==> src/rtl/mips_mc_ctrl_pkg.sv <==
// Shared definitions for the multicycle MIPS control unit: opcodes, R-type
// functs, controller states and datapath select encodings.
package mips_mc_ctrl_pkg;

  typedef enum logic [5:0] {
    OP_R    = 6'd0,
    OP_J    = 6'd2,
    OP_BEQ  = 6'd4,
    OP_ADDI = 6'd8,
    OP_LW   = 6'd35,
    OP_SW   = 6'd43
  } op_code_e;

  typedef enum logic [5:0] {
    FN_ADD = 6'd32,
    FN_SUB = 6'd34,
    FN_AND = 6'd36,
    FN_OR  = 6'd37,
    FN_SLT = 6'd42
  } funct_e;

  typedef enum logic [3:0] {
    ST_FETCH  = 4'd0,
    ST_DECODE = 4'd1,
    ST_MEMADR = 4'd2,
    ST_MEMRD  = 4'd3,
    ST_MEMWB  = 4'd4,
    ST_MEMWR  = 4'd5,
    ST_EXEC   = 4'd6,
    ST_ALUWB  = 4'd7,
    ST_BRANCH = 4'd8,
    ST_ADDIEX = 4'd9,
    ST_ADDIWB = 4'd10,
    ST_JUMP   = 4'd11,
    ST_TRAP   = 4'd12
  } ctrl_state_e;

  typedef enum logic [2:0] {
    ALU_ADD = 3'd0,
    ALU_SUB = 3'd1,
    ALU_AND = 3'd2,
    ALU_OR  = 3'd3,
    ALU_SLT = 3'd4
  } alu_op_e;

  typedef enum logic [1:0] {
    PC_ALU    = 2'd0,
    PC_ALUOUT = 2'd1,
    PC_JUMP   = 2'd2
  } pc_src_e;

  typedef enum logic [1:0] {
    SRCB_B       = 2'd0,
    SRCB_FOUR    = 2'd1,
    SRCB_IMM     = 2'd2,
    SRCB_IMM_SH2 = 2'd3
  } alu_src_b_e;

endpackage

==> src/rtl/mips_mc_ctrl_alu_dec.sv <==
// R-type funct decoder: maps funct to an ALU operation and flags unknown functs.
module mips_mc_ctrl_alu_dec
  import mips_mc_ctrl_pkg::*;
(
  input  logic [5:0] funct,
  output alu_op_e    alu_op,
  output logic       valid
);

  // Funct lookup; unknown codes report invalid and park the ALU on ADD.
  always_comb begin
    alu_op = ALU_ADD;
    valid  = 1'b1;
    case (funct)
      FN_ADD:  alu_op = ALU_ADD;
      FN_SUB:  alu_op = ALU_SUB;
      FN_AND:  alu_op = ALU_AND;
      FN_OR:   alu_op = ALU_OR;
      FN_SLT:  alu_op = ALU_SLT;
      default: valid  = 1'b0;
    endcase
  end

endmodule

==> src/rtl/mips_mc_ctrl.sv <==
// Multicycle MIPS control unit. Moore FSM over the controller states; the only
// input-dependent outputs are the fetch-completion write pulses and the branch
// PC write. Write enables are forced low while rst_n is asserted.
module mips_mc_ctrl
  import mips_mc_ctrl_pkg::*;
#(
  parameter bit MEM_HANDSHAKE = 1'b1,
  parameter bit TRAP_ILLEGAL  = 1'b1,
  parameter int RET_CNT_W     = 32
) (
  input  logic                 clk,
  input  logic                 rst_n,
  input  logic [5:0]           opcode,
  input  logic [5:0]           funct,
  input  logic                 zero,
  input  logic                 mem_ready,
  output logic                 mem_req,
  output logic                 mem_we,
  output logic                 iord,
  output logic                 ir_we,
  output logic                 pc_we,
  output logic [1:0]           pc_src,
  output logic                 reg_we,
  output logic                 reg_dst,
  output logic                 mem_to_reg,
  output logic                 alu_src_a,
  output logic [1:0]           alu_src_b,
  output logic [2:0]           alu_op,
  output logic                 trap,
  output logic [3:0]           state_o,
  output logic [RET_CNT_W-1:0] ret_cnt
);

  // Where an unrecognised opcode or funct ends up.
  localparam ctrl_state_e ILLEGAL_ST = TRAP_ILLEGAL ? ST_TRAP : ST_FETCH;

  ctrl_state_e          state_q, state_d;
  logic [RET_CNT_W-1:0] ret_cnt_q, ret_cnt_d;
  alu_op_e              dec_op_s;
  logic                 dec_valid_s;
  logic                 mem_done_s;
  logic                 mem_req_s, mem_we_s, iord_s, ir_we_s, pc_we_s, reg_we_s;
  logic                 reg_dst_s, mem_to_reg_s, alu_src_a_s, trap_s;
  alu_op_e              alu_op_s;
  pc_src_e              pc_src_s;
  alu_src_b_e           alu_src_b_s;

  mips_mc_ctrl_alu_dec u_alu_dec (
    .funct  (funct),
    .alu_op (dec_op_s),
    .valid  (dec_valid_s)
  );

  // Without a handshake every memory access completes in its first cycle.
  assign mem_done_s = mem_ready | ~MEM_HANDSHAKE;

  // State and retired-count registers; reset aborts any access in flight.
  always_ff @(posedge clk or negedge rst_n) begin
    if (!rst_n) begin
      state_q   <= ST_FETCH;
      ret_cnt_q <= {RET_CNT_W{1'b0}};
    end else begin
      state_q   <= state_d;
      ret_cnt_q <= ret_cnt_d;
    end
  end

  // Next-state, datapath controls and retire counting.
  always_comb begin
    state_d      = state_q;
    mem_req_s    = 1'b0;
    mem_we_s     = 1'b0;
    iord_s       = 1'b0;
    ir_we_s      = 1'b0;
    pc_we_s      = 1'b0;
    reg_we_s     = 1'b0;
    reg_dst_s    = 1'b0;
    mem_to_reg_s = 1'b0;
    alu_src_a_s  = 1'b0;
    trap_s       = 1'b0;
    alu_op_s     = ALU_ADD;
    pc_src_s     = PC_ALU;
    alu_src_b_s  = SRCB_B;
    case (state_q)
      ST_FETCH: begin
        mem_req_s   = 1'b1;
        alu_src_b_s = SRCB_FOUR;
        if (mem_done_s) begin
          ir_we_s = 1'b1;
          pc_we_s = 1'b1;
          state_d = ST_DECODE;
        end else begin
          state_d = ST_FETCH;
        end
      end
      ST_DECODE: begin
        alu_src_b_s = SRCB_IMM_SH2;
        case (opcode)
          OP_LW, OP_SW: state_d = ST_MEMADR;
          OP_R:         state_d = ST_EXEC;
          OP_BEQ:       state_d = ST_BRANCH;
          OP_ADDI:      state_d = ST_ADDIEX;
          OP_J:         state_d = ST_JUMP;
          default:      state_d = ILLEGAL_ST;
        endcase
      end
      ST_MEMADR: begin
        alu_src_a_s = 1'b1;
        alu_src_b_s = SRCB_IMM;
        if (opcode == OP_LW) begin
          state_d = ST_MEMRD;
        end else begin
          state_d = ST_MEMWR;
        end
      end
      ST_MEMRD: begin
        mem_req_s = 1'b1;
        iord_s    = 1'b1;
        if (mem_done_s) begin
          state_d = ST_MEMWB;
        end else begin
          state_d = ST_MEMRD;
        end
      end
      ST_MEMWB: begin
        reg_we_s     = 1'b1;
        mem_to_reg_s = 1'b1;
        state_d      = ST_FETCH;
      end
      ST_MEMWR: begin
        mem_req_s = 1'b1;
        mem_we_s  = 1'b1;
        iord_s    = 1'b1;
        if (mem_done_s) begin
          state_d = ST_FETCH;
        end else begin
          state_d = ST_MEMWR;
        end
      end
      ST_EXEC: begin
        alu_src_a_s = 1'b1;
        alu_op_s    = dec_op_s;
        if (dec_valid_s) begin
          state_d = ST_ALUWB;
        end else begin
          state_d = ILLEGAL_ST;
        end
      end
      ST_ALUWB: begin
        reg_we_s  = 1'b1;
        reg_dst_s = 1'b1;
        state_d   = ST_FETCH;
      end
      ST_BRANCH: begin
        alu_src_a_s = 1'b1;
        alu_op_s    = ALU_SUB;
        pc_src_s    = PC_ALUOUT;
        pc_we_s     = zero;
        state_d     = ST_FETCH;
      end
      ST_ADDIEX: begin
        alu_src_a_s = 1'b1;
        alu_src_b_s = SRCB_IMM;
        state_d     = ST_ADDIWB;
      end
      ST_ADDIWB: begin
        reg_we_s = 1'b1;
        state_d  = ST_FETCH;
      end
      ST_JUMP: begin
        pc_src_s = PC_JUMP;
        pc_we_s  = 1'b1;
        state_d  = ST_FETCH;
      end
      ST_TRAP: begin
        trap_s  = 1'b1;
        state_d = ST_TRAP;
      end
      default: begin
        state_d = ST_FETCH;
      end
    endcase

    if ((state_q != ST_FETCH) && (state_d == ST_FETCH)) begin
      ret_cnt_d = ret_cnt_q + {{(RET_CNT_W-1){1'b0}}, 1'b1};
    end else begin
      ret_cnt_d = ret_cnt_q;
    end
  end

  assign mem_req    = mem_req_s;
  assign mem_we     = mem_we_s & rst_n;
  assign iord       = iord_s;
  assign ir_we      = ir_we_s & rst_n;
  assign pc_we      = pc_we_s & rst_n;
  assign pc_src     = pc_src_s;
  assign reg_we     = reg_we_s & rst_n;
  assign reg_dst    = reg_dst_s;
  assign mem_to_reg = mem_to_reg_s;
  assign alu_src_a  = alu_src_a_s;
  assign alu_src_b  = alu_src_b_s;
  assign alu_op     = alu_op_s;
  assign trap       = trap_s;
  assign state_o    = state_q;
  assign ret_cnt    = ret_cnt_q;

endmodule

==> config.mk <==
export PLATFORM = sky130hd
export DESIGN_NAME = mips_mc_ctrl
export DESIGN_NICKNAME = d
export VERILOG_FILES = /design/src/rtl/mips_mc_ctrl_pkg.sv /design/src/rtl/mips_mc_ctrl_alu_dec.sv /design/src/rtl/mips_mc_ctrl.sv
export SDC_FILE = /design/constraint.sdc
export NUM_CORES = 1
export LEC_CHECK = 0
export BUFFER_PORTS_ARGS = -buffer_cell sky130_fd_sc_hd__buf_2
export CAP_MARGIN = 20
export CORE_MARGIN = 2
export CORE_UTILIZATION = 40
export DETAILED_ROUTE_END_ITERATION = 16
export PLACE_DENSITY_LB_ADDON = 0.2
export SLEW_MARGIN = 5
export SYNTH_ARGS = -nofsm -noshare
export SYNTH_HDL_FRONTEND = slang
export SYNTH_SLANG_ARGS = --single-unit
==> constraint.sdc <==
create_clock -name clk -period 7.9 [get_ports clk]
set_clock_uncertainty 0.2 [all_clocks]
set_input_delay 1.58 -clock clk [delete_from_list [all_inputs] [get_ports clk]]
set_output_delay 1.58 -clock clk [all_outputs]
set_load 0.01 [all_outputs]
==> results.cfg <==
[yosys]
synth_cell_types = 48
yosysMostFrequentCell = dfrtp_1
synth_edf_count = 0
yosysTopAreaCell = dfrtp_1
synth_commonest_cells = dfrtp_1 (36), xor2_1 (32), nand2_1 (27)
synth-main-ff-cell = dfrtp_1
ys_ff_latch = 36
avgSynthCellArea_um2 = 9.34
synth_area_leaders = dfrtp_1 (38%), xor2_1 (12%), nor4_2 (4.7%)
synthArstFlopShare_pct = 100
synth_top_area_share_pct = 37.8
synthCells = 255
yosys_warnings = 0
syn_nets = 272
synthesis.area_mm2 = 0.00238
synth-seq-area-share_pct = 37.8

[power_and_ir_drop]
sequentialPowerShare_pct = 37.3
switching_share_pct = 48.1
p_clk_share_pct = 14.5
intPower_mw = 0.424
comb_power_share_pct = 48.2
power_density_mw_per_mm2 = 290
finalPower_mw = 0.817
p_leak_nw = 1.24
p_switching_mw = 0.393
ir_worst_vdd_mv = 0.191

[floorplanning]
dieHeight_um = 81.2
coreArea_mm2 = 0.00585
fp-row-count = 28
die_area_mm2 = 0.00659
boundaryPins = 69
start_util_pct = 40.7
fp.dieW_um = 81.2

[cts]
cts_root_buffer = clkbuf_8
cts_tree = done
clock-sinks = 36
postCtsSetupBuffers = 0
clk_pin_slew_ps = 60
clockBufferDepth = 2
cts_resized = 0
cts_max_level = 2
ctsHoldBuffers = 0
cts_buffers = 5
clk_latency_ps = 280

[worst_setup_path]
worstPathArrival_ps = 2660
worstPathCellList = buf_2 -> nor3b_1 -> buf_2
ff2ff_path_depth = 6
critPathMaxStageDelay_ps = 640
startpoint = rst_n
worstSetupPathType = in -> out
setup.worst_path.start_class = input port
endpoint_kind = output port
critPathBufInv = 2
cp_data_required_time_ps = 6120
path_delay_family = buffers and inverters
crit_cells = 3
cp_max_fo = 40
cpMaxStageDelayCell = buf_2
critPathMostFrequentCell = buf_2
r2r-start = state_o[1]$_DFF_PN0_
rrSetupSlack_ps = 4590

[worst_hold_path]
min_path_type = reg -> reg
hold_depth = 1
min-delay-start = ret_cnt[31]$_DFFE_PN0P_

[placed_design]
dp.final_hpwl_mm = 3.96
numPortBuffers = 68
place.gp.congestion = 0.881

[route]
drc_errors = 0
ant_nets = 0
wire_per_inst_um = 14.0
drt_wl_total_mm = 5.54
drt_pass1_iterations = 5
via_per_inst = 5.44
drt_iter0_markers = 134
vias = 2148

[cells_and_area]
fillers = 580
layout-drive-gt1-share_pct = 28.4
syn2layout_area_growth_pct = 18.2
n_antenna_cell = 0
nets = 337

[timing]
setup_tns_ps = 0
setup_violations = 0
rsz0062_at_grt = no
finalHoldViolCount = 0
slew_violations = 0
max_freq_mhz = 225
fin_crit_ps = 4440
post-route-period-util_pct = 56.3
worst_pin_slew_ps = 854
worst_slew_margin_rel_pct = 43.1

[global_routing]
track_usage_pct = 17.4
grt_max_degree = 41
grt_overflow_total = 0
grt_pass1_wl_mm = 8.99
antenna_found_initial = 0
grt_pass1_vias = 1865

[outcome]
status = completed

[job]
drv_cap = 0
power by group through the flow:
stage / Combinational, mW / Sequential [mW] / Clock [mW]
3_5_place_dp: 0.398 / 0.307 / 0
2_1_floorplan: 0.320 / 0.290 / 0
6_report: 0.394 / 0.304 / 0.119
4_1_cts: 0.399 / 0.304 / 0.124
5_1_grt: 0.441 / 0.318 / 0.133
3_3_place_gp: 0.395 / 0.308 / 0
registers in the layout, indices dropped and copies added, names as in the netlist:
signal,flops
ret_cnt,32
state_o,4
layout make-up:
cell class / instances / area (um2) / area share [%]
repair buffers: 68 / 340 / 12.1
clock buffers: 6 / 72.6 / 2.58
well taps: 75 / 93.8 / 3.33
flip-flops and latches: 36 / 901 / 32.0
inverters: 4 / 15.0 / 0.534
clock inverters: 1 / 5.00 / 0.178
multi-input cells: 205 / 1390 / 49.3
stage by stage:
step	setup WS (ps)	hold WS (ps)	cells	util (%)	instance area [um2]
4_1_cts	3390	268	395	48.1	2810
3_3_place_gp	3380	256	388	46.8	2740
6_report	3460	260	395	48.1	2810
3_5_place_dp	3320	256	388	46.8	2740
5_1_grt	3220	296	395	48.1	2810
2_1_floorplan	3760	304	255	-	2380
worst reg2reg max path, cell delays in order (launching register included):
cell and delay (ps):
dfrtp_1 730, nor3b_1 160, and2_1 170, a222oi_1 460
nand4_1 770, nor4b_1 590, xor2_1 170
metal layers:
| metal | vias to the layer above | part of all wire, % | global-route usage (%) |
|---|---|---|---|
| li1 | 1065 | - | - |
| met4 | 0 | 0.34 | 3.90 |
| met5 | - | 0 | 0 |
| met2 | 63 | 44 | 26.0 |
| met3 | 2 | 6.4 | 3.78 |
| met1 | 1018 | 49 | 25.8 |
final timing paths:
| check | endpoint |
|---|---|
| max | pc_we |
| max in group asynchronous | ret_cnt[1]$_DFFE_PN0P_ |
| min | ret_cnt[31]$_DFFE_PN0P_ |
| min reg2reg | ret_cnt[31]$_DFFE_PN0P_ |
| min in group asynchronous | ret_cnt[23]$_DFFE_PN0P_ |
| max reg2reg | ret_cnt[15]$_DFFE_PN0P_ |
cell usage in the layout, fill, tap and decap left out, types with 2 or more instances in the layout:
cell,n
nor3_1,19
nor2_1,16
mux2_2,2
xnor2_1,2
o21ai_0,6
nor4_4,2
nor2b_1,3
a21o_1,2
nor4_1,10
inv_1,4
and4_1,2
or3_1,3
a21oi_1,2
and3_1,2
xor2_1,32
nor4b_1,3
nand4_1,14
buf_2,68
mux2i_1,2
nor3b_1,6
nand3_1,13
clkbuf_8,5
and2b_1,2
nand2b_1,4
and2_1,2
nand2_1,27
dfrtp_1,36
o211ai_1,2
nor4_2,9
kinds of logic (layout without fill, tap and decap cells):
kind of cell / after synthesis / count (layout) / synth area share [%]
AND/OR/NAND/NOR: 146 / 146 / 37.7
flip-flops: 36 / 36 / 37.8
XOR/XNOR: 34 / 34 / 12.5
AO/OA/AOI/OAI: 20 / 20 / 5.68
buffers and inverters: 14 / 79 / 3.94
multiplexers: 4 / 4 / 1.79
adder cells (fa/ha/maj): 1 / 1 / 0.525
No activity file was read; power rests on OpenSTA's default activity.
